<file path="src/rtl/pipe_pkg.sv">
// Shared pipeline definitions: stage payload widths, bubble encodings and
// occupancy codes for the valid/ready skid stages.
package pipe_pkg;

  localparam logic [31:0] RV32_NOP = 32'h0000_0013;

  localparam int unsigned IF_ID_W  = 64;
  localparam int unsigned ID_EX_W  = 160;
  localparam int unsigned EX_MEM_W = 128;
  localparam int unsigned MEM_WB_W = 96;

  // IF/ID payload is {PC, instruction}; a bubble carries PC=0 and an ADDI x0 NOP
  localparam logic [IF_ID_W-1:0] IF_ID_BUBBLE = {32'h0, RV32_NOP};

  localparam logic [1:0] OCC_EMPTY = 2'd0;
  localparam logic [1:0] OCC_ONE   = 2'd1;
  localparam logic [1:0] OCC_FULL  = 2'd2;

  function automatic logic [1:0] occ_encode(input logic main_v, input logic skid_v);
    return skid_v ? OCC_FULL : (main_v ? OCC_ONE : OCC_EMPTY);
  endfunction

endpackage

</file>
<file path="src/rtl/pipe_stage_skid.sv">
// Generic pipeline-stage register with valid/ready handshake and a 2-entry
// skid buffer; in_ready is registered so no ready path crosses the stage.
module pipe_stage_skid
  import pipe_pkg::*;
#(
  parameter int unsigned       DATA_W       = IF_ID_W,
  parameter logic [DATA_W-1:0] BUBBLE_VALUE = {DATA_W{1'b0}}
) (
  input  logic              clk,
  input  logic              rst_n,
  input  logic              flush,
  input  logic              in_valid,
  output logic              in_ready,
  input  logic [DATA_W-1:0] in_data,
  output logic              out_valid,
  input  logic              out_ready,
  output logic [DATA_W-1:0] out_data,
  output logic [1:0]        occupancy
);

  logic              main_valid_q, main_valid_d;
  logic [DATA_W-1:0] main_data_q,  main_data_d;
  logic              skid_valid_q, skid_valid_d;
  logic [DATA_W-1:0] skid_data_q,  skid_data_d;
  logic              in_ready_q,   in_ready_d;
  logic [1:0]        occ_q;
  logic              acc, con;

  always_ff @(posedge clk or negedge rst_n) begin
    if (!rst_n) begin
      main_valid_q <= 1'b0;
      main_data_q  <= BUBBLE_VALUE;
      skid_valid_q <= 1'b0;
      skid_data_q  <= BUBBLE_VALUE;
      in_ready_q   <= 1'b1;
    end else begin
      main_valid_q <= main_valid_d;
      main_data_q  <= main_data_d;
      skid_valid_q <= skid_valid_d;
      skid_data_q  <= skid_data_d;
      in_ready_q   <= in_ready_d;
    end
  end

  always_comb begin
    occ_q        = occ_encode(main_valid_q, skid_valid_q);
    acc          = in_valid & in_ready_q;
    con          = main_valid_q & out_ready;
    main_valid_d = main_valid_q;
    main_data_d  = main_data_q;
    skid_valid_d = skid_valid_q;
    skid_data_d  = skid_data_q;
    if (flush) begin
      // Offered data is dropped even when acc is high; a con still completes downstream
      main_valid_d = 1'b0;
      main_data_d  = BUBBLE_VALUE;
      skid_valid_d = 1'b0;
      skid_data_d  = BUBBLE_VALUE;
    end else begin
      case (occ_q)
        OCC_EMPTY: begin
          if (acc) begin
            main_valid_d = 1'b1;
            main_data_d  = in_data;
          end
        end
        OCC_ONE: begin
          if (acc && con) begin
            main_data_d = in_data;
          end else if (acc) begin
            skid_valid_d = 1'b1;
            skid_data_d  = in_data;
          end else if (con) begin
            main_valid_d = 1'b0;
            main_data_d  = BUBBLE_VALUE;
          end
        end
        OCC_FULL: begin
          // in_ready is low here, so only a drain can happen
          if (con) begin
            main_data_d  = skid_data_q;
            skid_valid_d = 1'b0;
            skid_data_d  = BUBBLE_VALUE;
          end
        end
        default: ;
      endcase
    end
    in_ready_d = ~skid_valid_d;
  end

  always_comb begin
    out_valid = main_valid_q;
    out_data  = main_data_q;
    in_ready  = in_ready_q;
    occupancy = occ_q;
  end

endmodule

</file>
<file path="config.mk">
export PLATFORM = sky130hd
export DESIGN_NAME = pipe_stage_skid
export DESIGN_NICKNAME = d
export VERILOG_FILES = /design/src/rtl/pipe_pkg.sv /design/src/rtl/pipe_stage_skid.sv
export SDC_FILE = /design/constraint.sdc
export NUM_CORES = 1
export LEC_CHECK = 0
export CORE_UTILIZATION = 24
export CTS_BUF_LIST = sky130_fd_sc_hd__clkbuf_8
export CTS_CLUSTER_SIZE = 40
export DETAILED_ROUTE_END_ITERATION = 7
export GPL_ROUTABILITY_DRIVEN = 0
export GPL_TIMING_DRIVEN = 0
export HOLD_SLACK_MARGIN = 0.08
export SYNTH_ARGS = -nofsm -noshare
export SYNTH_HDL_FRONTEND = slang
export SYNTH_SLANG_ARGS = --single-unit
</file>
<file path="constraint.sdc">
create_clock -name clk -period 2.1 [get_ports clk]
set_input_delay 0.525 -clock clk [delete_from_list [all_inputs] [get_ports clk]]
set_output_delay 0.525 -clock clk [all_outputs]
set_load 0.02 [all_outputs]
</file>
[Word level (Yosys, flattened, before mapping)]
Index checks and enable logic that the tools add are counted.
Word-level totals
  flip-flop bits (word level): 131
  input bits: 69
  output and inout bits: 68
  logic and storage cells: 49
Cells by class
  equality and inequality tests: 10
  multiplexer cells: 23
  bitwise gates (word level): 3
  reductions and logical operators: 8
Operators by type and width (number)
  $mux 64: 8
  $pmux 64 s3: 1
  $pmux 64 s2: 1
  $ne 3x3->1 const B: 6
  $mux 1: 10
  $reduce_and 5->1: 2
  $ne 4x4->1 const B: 2
  $reduce_bool 3->1: 2
  $pmux 1 s2: 2
  $reduce_and 4->1: 1
  $reduce_bool 4->1: 1
  $and 1x1->1: 2
  $eq 2x1->1 const B: 1
  $eq 2x2->1 const B: 1
  $logic_not 2->1: 1
  $mux 2: 1
  $logic_and 1x1->1: 1
  $not 1->1: 1

[Logic depth before layout (Yosys ltp)]
Gate-level depths: netlist (run 1).
  depth in word-level cells: 6
  gate-level depth with buffers: 6
  mapped depth without buffers: 3

[Worst setup path after synthesis (run 1)]
OpenSTA, ideal clock, no wires.
  path kind: reg-to-reg
  start: reg in_ready_q, in the netlist in_ready
  end: reg main_data_q[10], in the netlist out_data[10]
  library setup time: 0.125 ns
  arrival time: 1.704 ns
  data required time: 1.975 ns
  slack: 0.271 ns
  stages on the path, launching flop included: 5
  path buffers: 1
  period minus slack after synthesis: 1.829 ns
  cells stage by stage: dfstp_2 nand2_1 o31ai_4 buf_6 mux2_2
On the way
  cells in the longest elaborated chain, start to end: 5
  elaborated cells on any way between the ends: 9
  those cells by class: eq/ne: 3; mux: 3; bitwise: 1; reduce/logical: 2
Ends and longest elaborated chain
  from (decl): line pipe_stage_skid.sv:25  | logic in_ready_q, in_ready_d;
  from (signal assigned): line pipe_stage_skid.sv:41  | in_ready_q <= in_ready_d;
  $and 1x1->1 (*): line pipe_stage_skid.sv:47  | acc = in_valid & in_ready_q;
  $logic_and 1x1->1: line pipe_stage_skid.sv:68  | if (acc && con) begin
  $mux 64: line pipe_stage_skid.sv:68
  $pmux 64 s3: line pipe_stage_skid.sv:60  | case (occ_q)
  $mux 64: line pipe_stage_skid.sv:53  | if (flush) begin
  to (signal assigned): line pipe_stage_skid.sv:38  | main_data_q <= main_data_d;
  to (decl): line pipe_stage_skid.sv:22  | logic [DATA_W-1:0] main_data_q, main_data_d;
Mark *: on every way between the ends. The rest lies on a longest branch, timed or not.
A chain may end at the register's enable or synchronous reset.

[Worst setup path after layout (run 1)]
  start: in in_valid
  end: reg main_data_q[30], in the netlist out_data[30]
On the way
  cells in the longest elaborated chain, start to end: 5
  elaborated cells on any way between the ends: 9
  those cells by class: eq/ne: 3; mux: 3; bitwise: 1; reduce/logical: 2
Ends and longest elaborated chain
  from (decl): line pipe_stage_skid.sv:12  | input logic in_valid,
  $and 1x1->1 (*): line pipe_stage_skid.sv:47
  $logic_and 1x1->1: line pipe_stage_skid.sv:68
  $mux 64: line pipe_stage_skid.sv:68
  $pmux 64 s3: line pipe_stage_skid.sv:60
  $mux 64: line pipe_stage_skid.sv:53
Marks and branches as above.

==> impl_results.md, run 1 <==
- WP buf/inv: 3
- Die Width: roughly 170 microns
- Final period utilization: 104%
- Register-to-register setup slack: around 60 ps
- Required time of the critical path: ~2500 ps
- Final HPWL DP: between 15 and 20 mm
- Vias in the first global route: 6019
- Setup crit start kind: input port
- Nets: 850
- Number of filler cells placed in the layout: between 2000 and 3000
- Vias per inst: 5.19
- CTS tree: done
- Pwr/cell area: 734 mW/mm^2
- Largest net degree at the start of global routing: 69
- DR pass1 iterations: 5
- Final Hold Viols: 0
- Hold EP: out_data[46]
- Synthesis-to-layout area growth: 36.0%
- Max stage delay on crit path: between 500 and 600 ps
- DIE AREA: roughly 0.03 sq mm
- Grt ovf: 0
- Min-Delay Path Class: reg -> reg
- Arrival @ worst endpoint: ~2600 ps
- Core area: about 0.028 sq mm
- Initial antenna violation count: 0
- Most frequent cells in the layout: clkdlybuf4s50_1 (132), dfrtp_1 (130)
- Via Count: 6088
- Worst skew pair latency: 450 ps
- CP endpoint kind: flip-flop
- Critical R2R Launch: in_ready
- Synth warn: 0
- Global-route wire length before repair: about 35 mm
- Peak supply drop: 319 uV
- Reg2Reg Depth: 5
- Layout Utilization: 33.5%
- Clock Pin Slew Worst Setup and Hold Paths: around 80 ps
- Max-cap violation count: 0
- Die extent in y: approximately 170 microns
- Worst setup path class: in -> reg
- Layout cell share with drive strength beyond 1: about 22%
- Io pins: 137
- P_leak: 3.79 nW
- Count of cell types in the netlist: 29
- Num rows: 61
- Drt total wl: 23.1 mm
- Tmin final: between 2000 and 2500 ps
- Seq/Total Area, Yosys: 47.5%
- Avg WL per Cell: around 20 microns
- Clock root cell: clkbuf_8
- Mapped Area: between 0.006 and 0.007 sq mm
- H-Tree Depth: 4
- Failing checks: negative setup slack
- Synth Register Bits: between 100 and 150
- Slew Limit Headroom: 57.6%
- CP cell instances: clkdlybuf4s50_1 > buf_4 > buf_2 > nand4_1 > a2111oi_0 > mux2_2
- N_diodes: 0
- Syn nets: 683
- Slowest CP cell: a2111oi_0
- Max frequency: around 460 MHz
- ANT nets after route: 0
- DRC Markers: 0
- Status: finished, violations left
- Post-route worst setup slack: -77.0 ps
- Clock skew: between 9 and 10 ps
- R2r endpoint: out_data[30]
- Starting density of the core: between 20% and 30%
- Mapped Cells: a little over 600
- Most common cell after layout, fill and taps aside: clkdlybuf4s50_1
- # port buffers: between 100 and 150
- Worst Tran Pin Value: approximately 640 ps
- Clk sink count: between 100 and 150
- Hold depth: 1
- Crit path max-delay family: buffers and inverters
- Final-report max-slew violation count: 0
- CTS max path bufs: 2
- CTS buffer count: 17
- Hold_ws: a little under 500 ps
- Critical hold path startpoint: out_data[46]
- Number of setup violations in the final report: 1
- Critical path peak fanout: 10
- GRT Overall Usage: between 10% and 20%
- DRT iter0 DRCs: 372
- Mean post-synth cell area: between 10 and 15 sq um
## metal layers
metal  global-route usage (%)  vias up  part of all wire [%]
met4                     3.88        0                  0.90
met5                        0        -                     0
met2                     25.7      176                    48
li1                         -     2782                     -
met1                     21.6     3115                    46
met3                     2.60       15                   4.8
## kinds of logic after synthesis
group	count (synthesis)	share of synthesized area [%]
mux	64	10.4
simple gates	200	17.1
flops	131	47.5
compound gates	133	18.1
buf+inv	86	6.76
## flip-flops by register name (all words and copies together), names as in the netlist
register and flops:
in_ready 1, skid_valid_q 1, skid_data_q 64, out_valid 1, out_data 64
## per-stage QoR
| step | setup TNS (ps) | worst slack [ps] | cells | total power [mW] | instance area, sq um |
|---|---|---|---|---|---|
| after detailed placement | -88110 | -783 | 1129 | 4.70 | 8760 |
| final | -77.0 | -77.0 | 1172 | 6.89 | 9380 |
| after floorplan | 0 | 271 | 614 | 3.82 | 6900 |
| after global placement | -737510 | -4990 | 1128 | 4.68 | 8730 |
| after global routing | -58.8 | -40.2 | 1172 | 7.23 | 9380 |
| after CTS | -157 | -78.9 | 1166 | 6.91 | 9220 |
## synth_stat cells (all sizes together)
master	number	share of area [%]
dfstp	1	0.38
and4bb	1	0.18
a2bb2oi	1	0.13
o31ai	1	0.31
a21oi	1	0.072
nand4	64	5.8
dfrtp	130	47
nor4b	1	0.13
nor3	64	4.6
nand2b	1	0.091
clkbuf	23	1.3
o21ai	2	0.20
a2111oi	64	8.1
and3	1	0.091
nor2	1	0.054
mux2	64	10
buf	61	5.4
a32o	64	9.3
inv	2	0.11
and2	1	0.091
nand2	1	0.054
nor2b	65	6.0
## layout make-up
| cell class | count | area [sq um] | area share [%] |
|---|---|---|---|
| Buffer | 84 | 489 | 5.21 |
| Clock buffer | 18 | 248 | 2.64 |
| Clock inverter | 14 | 139 | 1.48 |
| Inverter | 2 | 7.51 | 0.0800 |
| Multi-Input combinational cell | 397 | 3260 | 34.8 |
| Sequential cell | 131 | 3280 | 35.0 |
| Tap cell | 378 | 473 | 5.04 |
| Timing Repair Buffer | 148 | 1490 | 15.8 |
## where the power goes
part           leakage, nW  internal [mW]  switching (mW)
logic                 1.85          0.893           0.984
registers             1.75           2.74           0.116
clock network        0.188           1.08            1.08
total                 3.79           4.71            2.18
## how the worst max path moves through the flow
stage | cells past startpoint | slack, ps | endpoint | startpoint
after CTS | 6 | -80 | out_data[60] | skid_valid_q
after global placement | 1 | -4990 | skid_data_q[21] | rst_n
after detailed placement | 5 | -780 | out_data[54] | in_valid
after global routing | 6 | -40 | out_data[19] | in_valid
final | 6 | -80 | out_data[30] | in_valid
after floorplan | 4 | 270 | out_data[10] | in_ready
## what timing repair did
action                                  4_1_cts  5_1_grt
pin swaps                                     1        0
hold buffers                                  1        0
setup buffers                                 4        6
endpoints found under the setup margin      127       86
cloned                                        0        0
resized for setup                            21       42
hold endpoints to repair                     16        0
Note: power is estimated with default switching activity, not from simulation.
==> run 2, diff against run 1 <==
--- a/config.mk
+++ b/config.mk
@@ -5,13 +5,14 @@
 export SDC_FILE = /design/constraint.sdc
 export NUM_CORES = 1
 export LEC_CHECK = 0
-export CORE_UTILIZATION = 24
+export CORE_UTILIZATION = 54
 export CTS_BUF_LIST = sky130_fd_sc_hd__clkbuf_8
 export CTS_CLUSTER_SIZE = 40
 export DETAILED_ROUTE_END_ITERATION = 7
 export GPL_ROUTABILITY_DRIVEN = 0
 export GPL_TIMING_DRIVEN = 0
 export HOLD_SLACK_MARGIN = 0.08
+export PLACE_DENSITY = 0.83
 export SYNTH_ARGS = -nofsm -noshare
 export SYNTH_HDL_FRONTEND = slang
 export SYNTH_SLANG_ARGS = --single-unit
==> impl_results.md, run 2 (synthesis results as in run 1) <==
- Net switching power: 2.06 mW (-5.4%)
- Io pins: 137 (unchanged)
- Drt total wl: 19.9 mm (-14%)
- Starting density of the core: 56.5% (+32 points)
- Layer with the highest usage: met2
- Vias per inst: 6.63 (+28%)
- Final period utilization: 98.4% (-5.2 points)
- Critical R2R Launch: in_ready
- Register-to-register setup slack: 150 ps (+90 ps)
- ANT nets after route: 0 (unchanged)
- GR Util met1: 41.3% (+20 points)
- P_leak: 3.84 nW (+1.3%)
- Post-route worst setup slack: 33.2 ps (+110 ps)
- Worst Tran Pin Value: 588 ps (-48.5 ps)
- CTS buffer count: 17 (unchanged)
- Layout cell share with drive strength beyond 1: 20.8% (-0.96 points)
- Final Hold Viols: 0 (unchanged)
- Reg2Reg Depth: 5 (unchanged)
- Largest net degree at the start of global routing: 96 (+39%)
- Die Width: 115 microns (-33%)
- Worst setup path class: reg -> out
- Global Route met2 Usage: 51.4% (+26 points)
- N_diodes: 0 (unchanged)
- Number of setup violations in the final report: 0 (-1)
- Pwr/cell area: 796 mW/mm^2 (+8.4%)
- Vias in the first global route: 6291 (+4.5%)
- DIE AREA: 0.0132 sq mm (-55%)
- Crit path to: occupancy[1]
- Max frequency: 484 MHz (+5.3%)
- Met3 Use GR: 6.22% (+3.6 points)
- Pre-CTS setup slack: -539 ps (+243 ps)
- Most frequent cells in the layout: clkdlybuf4s50_1 (132), dfrtp_1 (130)
- Clock root cell: clkbuf_8
- Initial antenna violation count: 0 (unchanged)
- Synthesis-to-layout area growth: 32.8%
- Cell total after placement: 919 (-19%)
- Global-route wire length before repair: 32.3 mm (-8.6%)
- Setup crit start kind: flip-flop
- Clock power frac: 35.6% (+4.3 points)
- CTS tree: done
- CP endpoint kind: output port
- Final HPWL DP: 13.4 mm (-14%)
- Critical path peak fanout: 2 (-8)
- Worst skew pair latency: 460 ps (about the same)
- H-Tree Depth: 4 (unchanged)
- Core area: 0.0122 sq mm (-56%)
- R2r endpoint: out_data[48]
- DRT iter0 DRCs: 617 (+66%)
- Clock skew: 6.84 ps (-3.00 ps)
- Peak supply drop: 570 uV (+78%)
- CTS max path bufs: 2 (unchanged)
- Clock Pin Slew Worst Setup and Hold Paths: 70 ps (about the same)
- # port buffers: 136 (unchanged)
- Avg WL per Cell: 20.7 microns (+4.9%)
- Non-Filler Instances: 960 (-18%)
- Grt ovf: 0 (unchanged)
- Tmin final: 2070 ps (-110 ps)
- GRT Overall Usage: 31.4% (+16 points)
- Sequential cell fraction of total power: 39.2% (-2.3 points)
- Clk sink count: 131 (unchanged)
- Via Count: 6369 (+4.6%)
- Die extent in y: 115 microns (-33%)
- Most common cell after layout, fill and taps aside: clkdlybuf4s50_1
- Switching Share: 28.2% (-3.4 points)
- Max-cap violation count: 0 (unchanged)
- Cell-internal power: 5.24 mW (+11%)
- DRC Markers: 0 (unchanged)
- Num rows: 40 (-34%)
- Comb power frac: 25.2% (-2.1 points)
- Required time of the critical path: 1570 ps (-920 ps)
- Slew Limit Headroom: 60.8% (+3.2 points)
- Hold depth: 1 (unchanged)
- Final-report max-slew violation count: 0 (unchanged)
- Min-Delay Path Class: reg -> reg
- Layout Utilization: 75.0% (+42 points)
- Crit path from: skid_valid_q
- Nets: 849 (-0.12%)
- Arrival @ worst endpoint: 1540 ps (-1030 ps)
- Status: completed
- DR pass1 iterations: 5 (unchanged)
-- run 2: changes by cell type in the layout (fill, tap and decap cells not counted), moves of 2 or more --
cell and change:
clkinvlp_4 -4, a2111oi_2 -4, clkbuf_8 +2, buf_6 +2
clkbuf_2 -2, clkbuf_1 +2, a2111oi_1 -2, a2111oi_0 +6
bufinv_16 +4, buf_8 -2
-- run 2: timing repair --
action                     in CTS  in global routing
setup buffers                   4                  5
pin swaps                       1                  0
hold endpoints to repair       36                  0
hold buffers                    1                  0
setup endpoints to repair      62                 23
gates resized for setup        18                 27
-- run 2: how the worst min path moves through the flow --
stage,startpoint,end,slack (ps)
floorplan,rst_n,out_data[0],230
global placement,out_data[46],out_data[46],470
detailed placement,rst_n,out_data[50],450
CTS,out_data[7],out_data[7],490
global route,out_data[7],out_data[7],500
finish,out_data[7],out_data[7],480
-- run 2: worst max-delay path: stages, from the launching register on --
cell and delay (ps):
dfrtp_1 360, buf_4 130, clkdlybuf4s50_1 600
-- run 2: area by class of cell --
class	instances	area, sq um
Sequential cell	131	3280
Multi-Input combinational cell	397	3230
Fill cell	865	3050
Timing Repair Buffer	147	1480
Buffer	84	477
Clock buffer	20	275
Tap cell	168	210
Clock inverter	11	206
Inverter	2	7.51
-- run 2: power by group through the flow --
stage / clock, mW / sequential [mW] / combinational, mW
floorplan: 0 / 3.13 / 0.690
global placement: 0 / 2.90 / 1.70
detailed placement: 0 / 2.91 / 1.75
CTS: 2.60 / 2.86 / 1.78
global route: 2.71 / 2.89 / 1.96
finish: 2.60 / 2.86 / 1.84
-- run 2: per-stage QoR --
stage	hold WS (ps)	power [mW]	TNS [ps]	instance area, sq um
2_1_floorplan	229	3.82	0	6900
3_3_place_gp	466	4.59	-647420	8470
3_5_place_dp	448	4.66	-57620	8500
4_1_cts	491	7.25	-18.6	9040
5_1_grt	497	7.55	-44.9	9160
6_report	484	7.30	0	9160
-- run 2: metal layers --
layer / up-vias / routed length (microns)
met5: - / 0
met4: 0 / 359
met3: 37 / 1540
met2: 348 / 9700
met1: 3201 / 8260
li1: 2783 / -
